$ cat src/rtl/l1_pkg.sv
`default_nettype none
// ============================================================================
// Module   : l1_pkg
// Purpose  : Shared state encoding and width helpers for the l1 layer blocks.
// Revision : 1.0
// ============================================================================
package l1_pkg;

    localparam logic [1:0] c_st_idle = 2'd0;
    localparam logic [1:0] c_st_run  = 2'd1;
    localparam logic [1:0] c_st_done = 2'd2;

    function automatic int idx_width(input int m);
        return (m > 1) ? $clog2(m) : 1;
    endfunction

    // Two extra bits cover the N-way sum plus the bias add.
    function automatic int yw_of(input int width);
        return 2 * width + 2;
    endfunction

endpackage
`default_nettype wire

$ cat src/rtl/l1_neuron.sv
`default_nettype none
// ============================================================================
// Module   : l1_neuron
// Purpose  : Combinational N-input signed dot product plus bias with ReLU.
// Revision : 1.0
// ============================================================================
module l1_neuron
    import l1_pkg::*;
#(
    parameter int N     = 4,
    parameter int WIDTH = 8
) (
    input  logic [N*WIDTH-1:0]       x,
    input  logic [N*WIDTH-1:0]       w,
    input  logic [WIDTH-1:0]         b,
    output logic [yw_of(WIDTH)-1:0]  y
);

    localparam int YW = yw_of(WIDTH);

    logic signed [2*WIDTH-1:0] w_prod [N];
    logic signed [YW-1:0]      w_acc;

    for (genvar i = 0; i < N; i++) begin : g_prod
        assign w_prod[i] = $signed(x[i*WIDTH +: WIDTH]) * $signed(w[i*WIDTH +: WIDTH]);
    end

    always_comb begin
        w_acc = YW'($signed(b));
        for (int i = 0; i < N; i++) begin
            w_acc = w_acc + YW'(w_prod[i]);
        end
    end

    assign y = w_acc[YW-1] ? '0 : w_acc;

endmodule
`default_nettype wire

$ cat src/rtl/l1_layer_sched.sv
`default_nettype none
// ============================================================================
// Module   : l1_layer_sched
// Purpose  : Time-multiplexes one l1_neuron over M neurons of a layer.
// Revision : 1.0
// ============================================================================
module l1_layer_sched
    import l1_pkg::*;
#(
    parameter int N     = 4,
    parameter int WIDTH = 8,
    parameter int M     = 4
) (
    input  logic                        clk,
    input  logic                        rst,
    input  logic                        cfg_we,
    input  logic [idx_width(M)-1:0]     cfg_addr,
    input  logic [N*WIDTH-1:0]          cfg_w,
    input  logic [WIDTH-1:0]            cfg_b,
    output logic                        cfg_busy,
    input  logic                        in_valid,
    output logic                        in_ready,
    input  logic [N*WIDTH-1:0]          in_x,
    output logic                        out_valid,
    input  logic                        out_ready,
    output logic [M*yw_of(WIDTH)-1:0]   out_y
);

    localparam int IW = idx_width(M);
    localparam int YW = yw_of(WIDTH);
    localparam logic [IW-1:0] c_last_idx = IW'(M - 1);

    logic [1:0]           r_state;
    logic [IW-1:0]        r_idx;
    logic [N*WIDTH-1:0]   r_x;
    logic [N*WIDTH-1:0]   r_w [M];
    logic [WIDTH-1:0]     r_b [M];
    logic [M*YW-1:0]      r_out_y;
    logic                 r_out_valid;

    logic                 w_cfg_ok;
    logic                 w_in_fire;
    logic                 w_out_fire;
    logic [YW-1:0]        w_y;

    assign in_ready   = (r_state == c_st_idle) && !rst;
    assign cfg_busy   = (r_state == c_st_run);
    assign out_valid  = r_out_valid;
    assign out_y      = r_out_y;

    // Writes during RUN are discarded so a run always sees one weight snapshot.
    assign w_cfg_ok   = cfg_we && (r_state != c_st_run) && (int'(cfg_addr) < M);
    assign w_in_fire  = in_valid && in_ready;
    assign w_out_fire = r_out_valid && out_ready;

    l1_neuron #(
        .N     (N),
        .WIDTH (WIDTH)
    ) u_neuron (
        .x (r_x),
        .w (r_w[r_idx]),
        .b (r_b[r_idx]),
        .y (w_y)
    );

    always_ff @(posedge clk) begin
        if (rst) begin
            r_state     <= c_st_idle;
            r_idx       <= '0;
            r_x         <= '0;
            r_out_y     <= '0;
            r_out_valid <= 1'b0;
            for (int k = 0; k < M; k++) begin
                r_w[k] <= '0;
                r_b[k] <= '0;
            end
        end else begin
            if (w_cfg_ok) begin
                r_w[cfg_addr] <= cfg_w;
                r_b[cfg_addr] <= cfg_b;
            end
            case (r_state)
                c_st_idle: begin
                    if (w_in_fire) begin
                        r_x     <= in_x;
                        r_idx   <= '0;
                        r_state <= c_st_run;
                    end
                end
                c_st_run: begin
                    r_out_y[r_idx*YW +: YW] <= w_y;
                    if (r_idx == c_last_idx) begin
                        r_state     <= c_st_done;
                        r_out_valid <= 1'b1;
                    end else begin
                        r_idx <= r_idx + 1'b1;
                    end
                end
                c_st_done: begin
                    if (w_out_fire) begin
                        r_out_valid <= 1'b0;
                        r_idx       <= '0;
                        r_state     <= c_st_idle;
                    end
                end
                default: begin
                    r_out_valid <= 1'b0;
                    r_idx       <= '0;
                    r_state     <= c_st_idle;
                end
            endcase
        end
    end

endmodule
`default_nettype wire

$ cat config.mk
export PLATFORM = sky130hd
export DESIGN_NAME = l1_layer_sched
export DESIGN_NICKNAME = d
export VERILOG_FILES = /design/src/rtl/l1_pkg.sv /design/src/rtl/l1_neuron.sv /design/src/rtl/l1_layer_sched.sv
export SDC_FILE = /design/constraint.sdc
export NUM_CORES = 1
export LEC_CHECK = 0
export BUFFER_PORTS_ARGS = -buffer_cell sky130_fd_sc_hd__clkbuf_2
export CAP_MARGIN = 30
export CORE_ASPECT_RATIO = 0.5
export CORE_UTILIZATION = 30
export DETAILED_ROUTE_END_ITERATION = 12
export PLACE_DENSITY = 0.48
export SYNTH_ARGS = -nofsm -noshare
export SYNTH_HDL_FRONTEND = slang
export SYNTH_SLANG_ARGS = --single-unit
$ cat constraint.sdc
create_clock -name clk -period 11.33 [get_ports clk]
set_clock_uncertainty 0.05 [all_clocks]
set_input_delay 1.133 -clock clk [delete_from_list [all_inputs] [get_ports clk]]
set_output_delay 1.133 -clock clk [all_outputs]
set_load 0.01 [all_outputs]
**Word-level counts from Yosys, hierarchy flattened**

Memories as Yosys holds them, arrays and structs flattened. A register that Yosys moved wholly into a read port is not among the register bits.
Index checks and enable logic that the tools add are counted.

- $add $sub $neg: 6
- Multiply operators: 5
- Equality and inequality tests: 8
- Shift-type cells: 2
- Muxes and demuxes: 27
- Bitwise logic cells: 1
- Reductions and logical operators: 12

Operators by type and width:

| cell | count |
|---|---|
| $bwmux 72 | 1 |
| $shift 18x34->72 const A | 1 |
| $shiftx 18x34->72 | 1 |
| $mul 8x8->16 | 4 |
| $add 18x16->18 | 2 |
| $neg 7->34 | 1 |
| $mux 32 | 1 |
| $reduce_or 32->1 | 1 |
| $mux 2 | 11 |
| $add 17x16->18 | 1 |
| $add 8x16->17 | 1 |
| $mux 17 | 1 |
| $pmux 2 s3 | 2 |
| $mux 1 | 9 |
| $reduce_and 3->1 | 3 |
| $mux 8 | 1 |
| $reduce_or 8->1 | 1 |
| $mul 2x4->6 const B | 1 |
| $ne 2x2->1 const B | 3 |
| $eq 2x2->1 const B | 2 |
| $logic_and 1x1->1 | 4 |
| $ne 2x1->1 const B | 2 |
| $pmux 1 s3 | 1 |
| $add 2x1->2 const B | 1 |
| other kinds (5) | 5 |

- Bits in registers: 109
- RAM bits: 160
- Bits of input ports: 79
- Output and inout port bits: 75
- Logic and storage cells: 68
- Memories kept: 2

Memories:

| name | words | width | rd ports | clocked after Yosys merged registers in | wr ports | RTL line | RTL |
|---|---|---|---|---|---|---|---|
| r_w | 4 | 32 | 1 | 1 | 4 | l1_layer_sched.sv:36 | `logic [N*WIDTH-1:0] r_w [M];` |
| r_b | 4 | 8 | 1 | 1 | 4 | l1_layer_sched.sv:37 | `logic [WIDTH-1:0] r_b [M];` |

**Depth between registers and ports, before layout**

- Word-level depth: 8
- Mapped depth: 31
- Mapped depth without buffers: 27

**Hierarchy**

Synthesis repeated with hierarchy kept, for this count alone.

- Cell total of the unflattened synthesis: 2086
- Area, all modules: 22858.2 µm²

Modules (own cells, without submodules):

| module | instances | cells each | area each (µm²) | seq. area each (µm²) |
|---|---|---|---|---|
| l1_layer_sched | 1 | 929 | 11643.7 | 7026.7 |
| l1_neuron | 1 | 1157 | 11214.5 | 0.0 |

**Worst setup path before layout**

OpenSTA, ideal clock, no wires.

- Path kind: register to register
- Start: register (tool-made name)
- End: register r_out_y[9], in the netlist out_y[9]
- Setup time: 0.070 ns
- Arrival time: 8.543 ns
- Required time: 11.210 ns
- Slack: 2.667 ns
- Stages on the path, launching flop included: 30
- Buffers on the path: 3
- Period minus slack after synthesis: 8.663 ns
- Cell sequence: dfxtp_1 clkbuf_1 buf_1 mux4_2 nand2_1 inv_1 fa_1 inv_1 fa_1 inv_1 fa_1 inv_1 fa_1 fa_1 inv_1 fa_1 fa_1 inv_1 fa_1 inv_1 ha_1 o21a_1 o211ai_1 a211oi_2 o21ba_1 o21a_2 or2_1 buf_6 or4_1 a21oi_1

RTL lines:

| what | RTL line | RTL |
|---|---|---|
| to (signal, indexed assignment) | l1_layer_sched.sv:91 | `r_out_y[r_idx*YW +: YW] <= w_y;` |
| to (decl) | l1_layer_sched.sv:38 | `logic [M*YW-1:0] r_out_y;` |

==> impl_metrics.csv <==
group,metric,value,unit
clock_tree,cts_root_buf,"clkbuf_16",
logic_synthesis,avgSynthCellArea,10.56,um2
logic_synthesis,synth_seq_area_share,30.46,%
placement,dp_hpwl,49.54,mm
detailed_routing,via_per_inst,4.600,
grt,grt-busiest-layer,"met2",
detailed_routing,wl,63.96,mm
run_status,status,"completed",
logic_synthesis,yosysWarnings,0,
grt,antenna_found_initial,0,
logic_synthesis,ys_types,70,
clock_tree,numCtsBuffers,29,
die,start_util,30.51,%
logic_synthesis,synth_most_common_cell,"inv_1",
setup_path,cp_max_fo,17,
clock_tree,clock_path_buffers,3,
logic_synthesis,synth_nets,2689,
logic_synthesis,netlist_area,23070,um2
placement,place_area,24950,um2
die,core_region_area,75600,um2
detailed_routing,ant_nets,0,
detailed_routing,drtIter0Drc,795,
setup_path,end_kind,"flop",
detailed_routing,firstDrtPassIters,5,
logic_synthesis,async_reset_ff_share,0,%
final_layout,final_util,34.21,%
sta,tightest_slew,1.026,ns
worst_hold_path,hold_path_class,"reg2reg",
final_layout,layout.nets,2795,
final_layout,fillers,7701,
setup_path,worst_ep_arrival_time,9.87,ns
sta,rsz0062_at_grt,"false",
grt,grtUsageTotal,16.89,%
final_layout,diodes,0,
run,maxCapViolations,0,
detailed_routing,num_vias,15333,
sta,period_share,83.47,%
grt,overflow,0,
clock_tree,cts_setup_buffers,0,
clock_tree,cts.htree.levels,1,
grt,grt_pass1_vias,16474,
clock_tree,tritoncts,"done",
logic_synthesis,synthTopCellsByCount,"inv_1 (389), fa_1 (327), and2_1 (298)",
setup_path,critPathKind,"reg2reg",
logic_synthesis,ys_seq_elements,271,
logic_synthesis,synth-edff-count,160,
die,die_height,198.1,um
detailed_routing,avgRoutedWirePerCell,19.19,um
final_layout,fin_area,25860,um2
sta,hold-worst-slack,0.4077,ns
clock_tree,worstSkewPairLatency,0.57,ns
sta,setup_viol,0,
grt,grt_pass1_wl,100.9,mm
clock_tree,cts_sinks,271,
sta,slew-limit-headroom,31.58,%
logic_synthesis,synthCells,2184,
logic_synthesis,synth_top_cells_by_area,"fa_1 (28%), edfxtp_1 (21%), dfxtp_1 (9.6%)",
setup_path,critPathRequiredTime,11.74,ns
sta,fmax,105.7,MHz
placement,globalplace.congestion,0.8447,
grt,grt_max_degree,67,
sta,period_minus_slack,9.457,ns
detailed_routing,drc_errors,0,
grt,met3_usage,2.716,%
grt,grt_use_met1,24.38,%
die,fp-row-count,71,
die,die_w,394.1,um
clock_tree,cts_resized,0,
logic_synthesis,yosysTopAreaCellShare,28.38,%
grt,use_met2,27.13,%
setup_path,start_kind,"flop",
logic_synthesis,synthFlopType,"edfxtp_1",
sta,tns,0,ns
final_layout,drive_above_1_share,12.89,%
final_layout,area.growth.synth_to_final,12.12,%
die,dieArea,78070,um2
die,ioPinCount,154,
clock_tree,path_clk_slew,0.06,ns
placement,io_buffers,153,
logic_synthesis,synth_top_area_cell,"fa_1",
sta,slew_viol_final,0,
clock_tree,cts_hold_buf,0,
sta,hold_viol_final,0,
==> area by class of cell <==
cell class | instances | area, um2 | share of cell area, %
Timing Repair Buffer | 177 | 975.9 | 3.774
Tap cell | 1022 | 1279 | 4.945
Sequential cell | 271 | 7029 | 27.18
Multi-Input combinational cell | 1418 | 14190 | 54.89
Inverter | 393 | 1475 | 5.704
Clock inverter | 11 | 66.31 | 0.2564
Clock buffer | 41 | 840.8 | 3.251
==> layer usage <==
metal	wire [um]	share of wire, %
met3	2572	4.0
met2	29010	45
met1	31530	49
met4	857	1.3
met5	0	0
==> placed cells by master, fill, tap and decap left out, drive strengths merged, types with 10 or more instances in the layout <==
cell type,synthesis,final
inv,392,396
fa,327,327
and2,299,299
nand2,210,210
clkbuf,74,194
edfxtp,160,160
dfxtp,111,111
ha,99,99
nor2,77,77
o21ai,76,76
mux4,39,39
a21oi,32,32
buf,28,24
nor3,22,22
xnor2,21,21
a32oi,20,20
nand2b,18,18
nand3,16,16
a31oi,15,15
mux2i,12,12
mux2,10,10
==> worst paths after layout <==
check / cells past startpoint / slack, ns / end / startpoint
setup / recovery: 25 / 1.87 / out_y[16]$_SDFFE_PP0P_ / flop
hold / removal: 2 / 0.41 / out_y[9]$_SDFFE_PP0P_ / out_y[9]$_SDFFE_PP0P_
setup reg to reg: 25 / 1.87 / out_y[16]$_SDFFE_PP0P_ / flop
hold reg to reg: 2 / 0.41 / out_y[9]$_SDFFE_PP0P_ / out_y[9]$_SDFFE_PP0P_
==> through the flow <==
stage                     worst slack, ns  std cells
after floorplan                     2.667       2184
final                               1.873       3333
after detailed placement            1.833       3281
after global placement              1.789       3277
after CTS                           1.811       3333
after global routing                1.388       3333
==> critical path, stage by stage (launching register included) <==
cell and delay [ns]:
dfxtp_2 0.66, buf_4 0.37, mux2_2 0.37, o21ai_1 0.71, inv_1 0.29, fa_1 0.55
ha_1 0.31, inv_1 0.05, fa_1 0.52, fa_1 0.51, fa_1 0.55, inv_1 0.06
fa_1 0.56, fa_1 0.51, inv_1 0.05, fa_1 0.51, inv_1 0.05, ha_1 0.36
o311a_1 0.34, and2_1 0.17, a2111o_1 0.42, a21oi_1 0.30, nor2_1 0.12, mux4_2 0.60
a31oi_1 0.22, a21oi_1 0.09
==> flip-flops by register name, summed over array words and instances, names as in the netlist, named ones only <==
| register | cells |
|---|---|
| r_state | 2 |
| out_valid | 1 |
| r_w | 128 |
| out_y | 72 |
| r_idx | 2 |
| r_x | 32 |
| r_b | 32 |
==> logic make-up after synthesis <==
family | after synthesis | share of synthesized area (%)
DFF | 271 | 30.46
buffers and inverters | 495 | 8.099
and+or+nand+nor | 688 | 15.53
muxes | 61 | 4.817
AOI/OAI and AO/OA | 216 | 6.254
adders and majority gates | 426 | 33.75
xor gates and xnor gates | 27 | 1.085
Power is left out: the tool's default activity adds up to more than one toggle a clock period on the data nets, which glitch-free logic cannot reach.
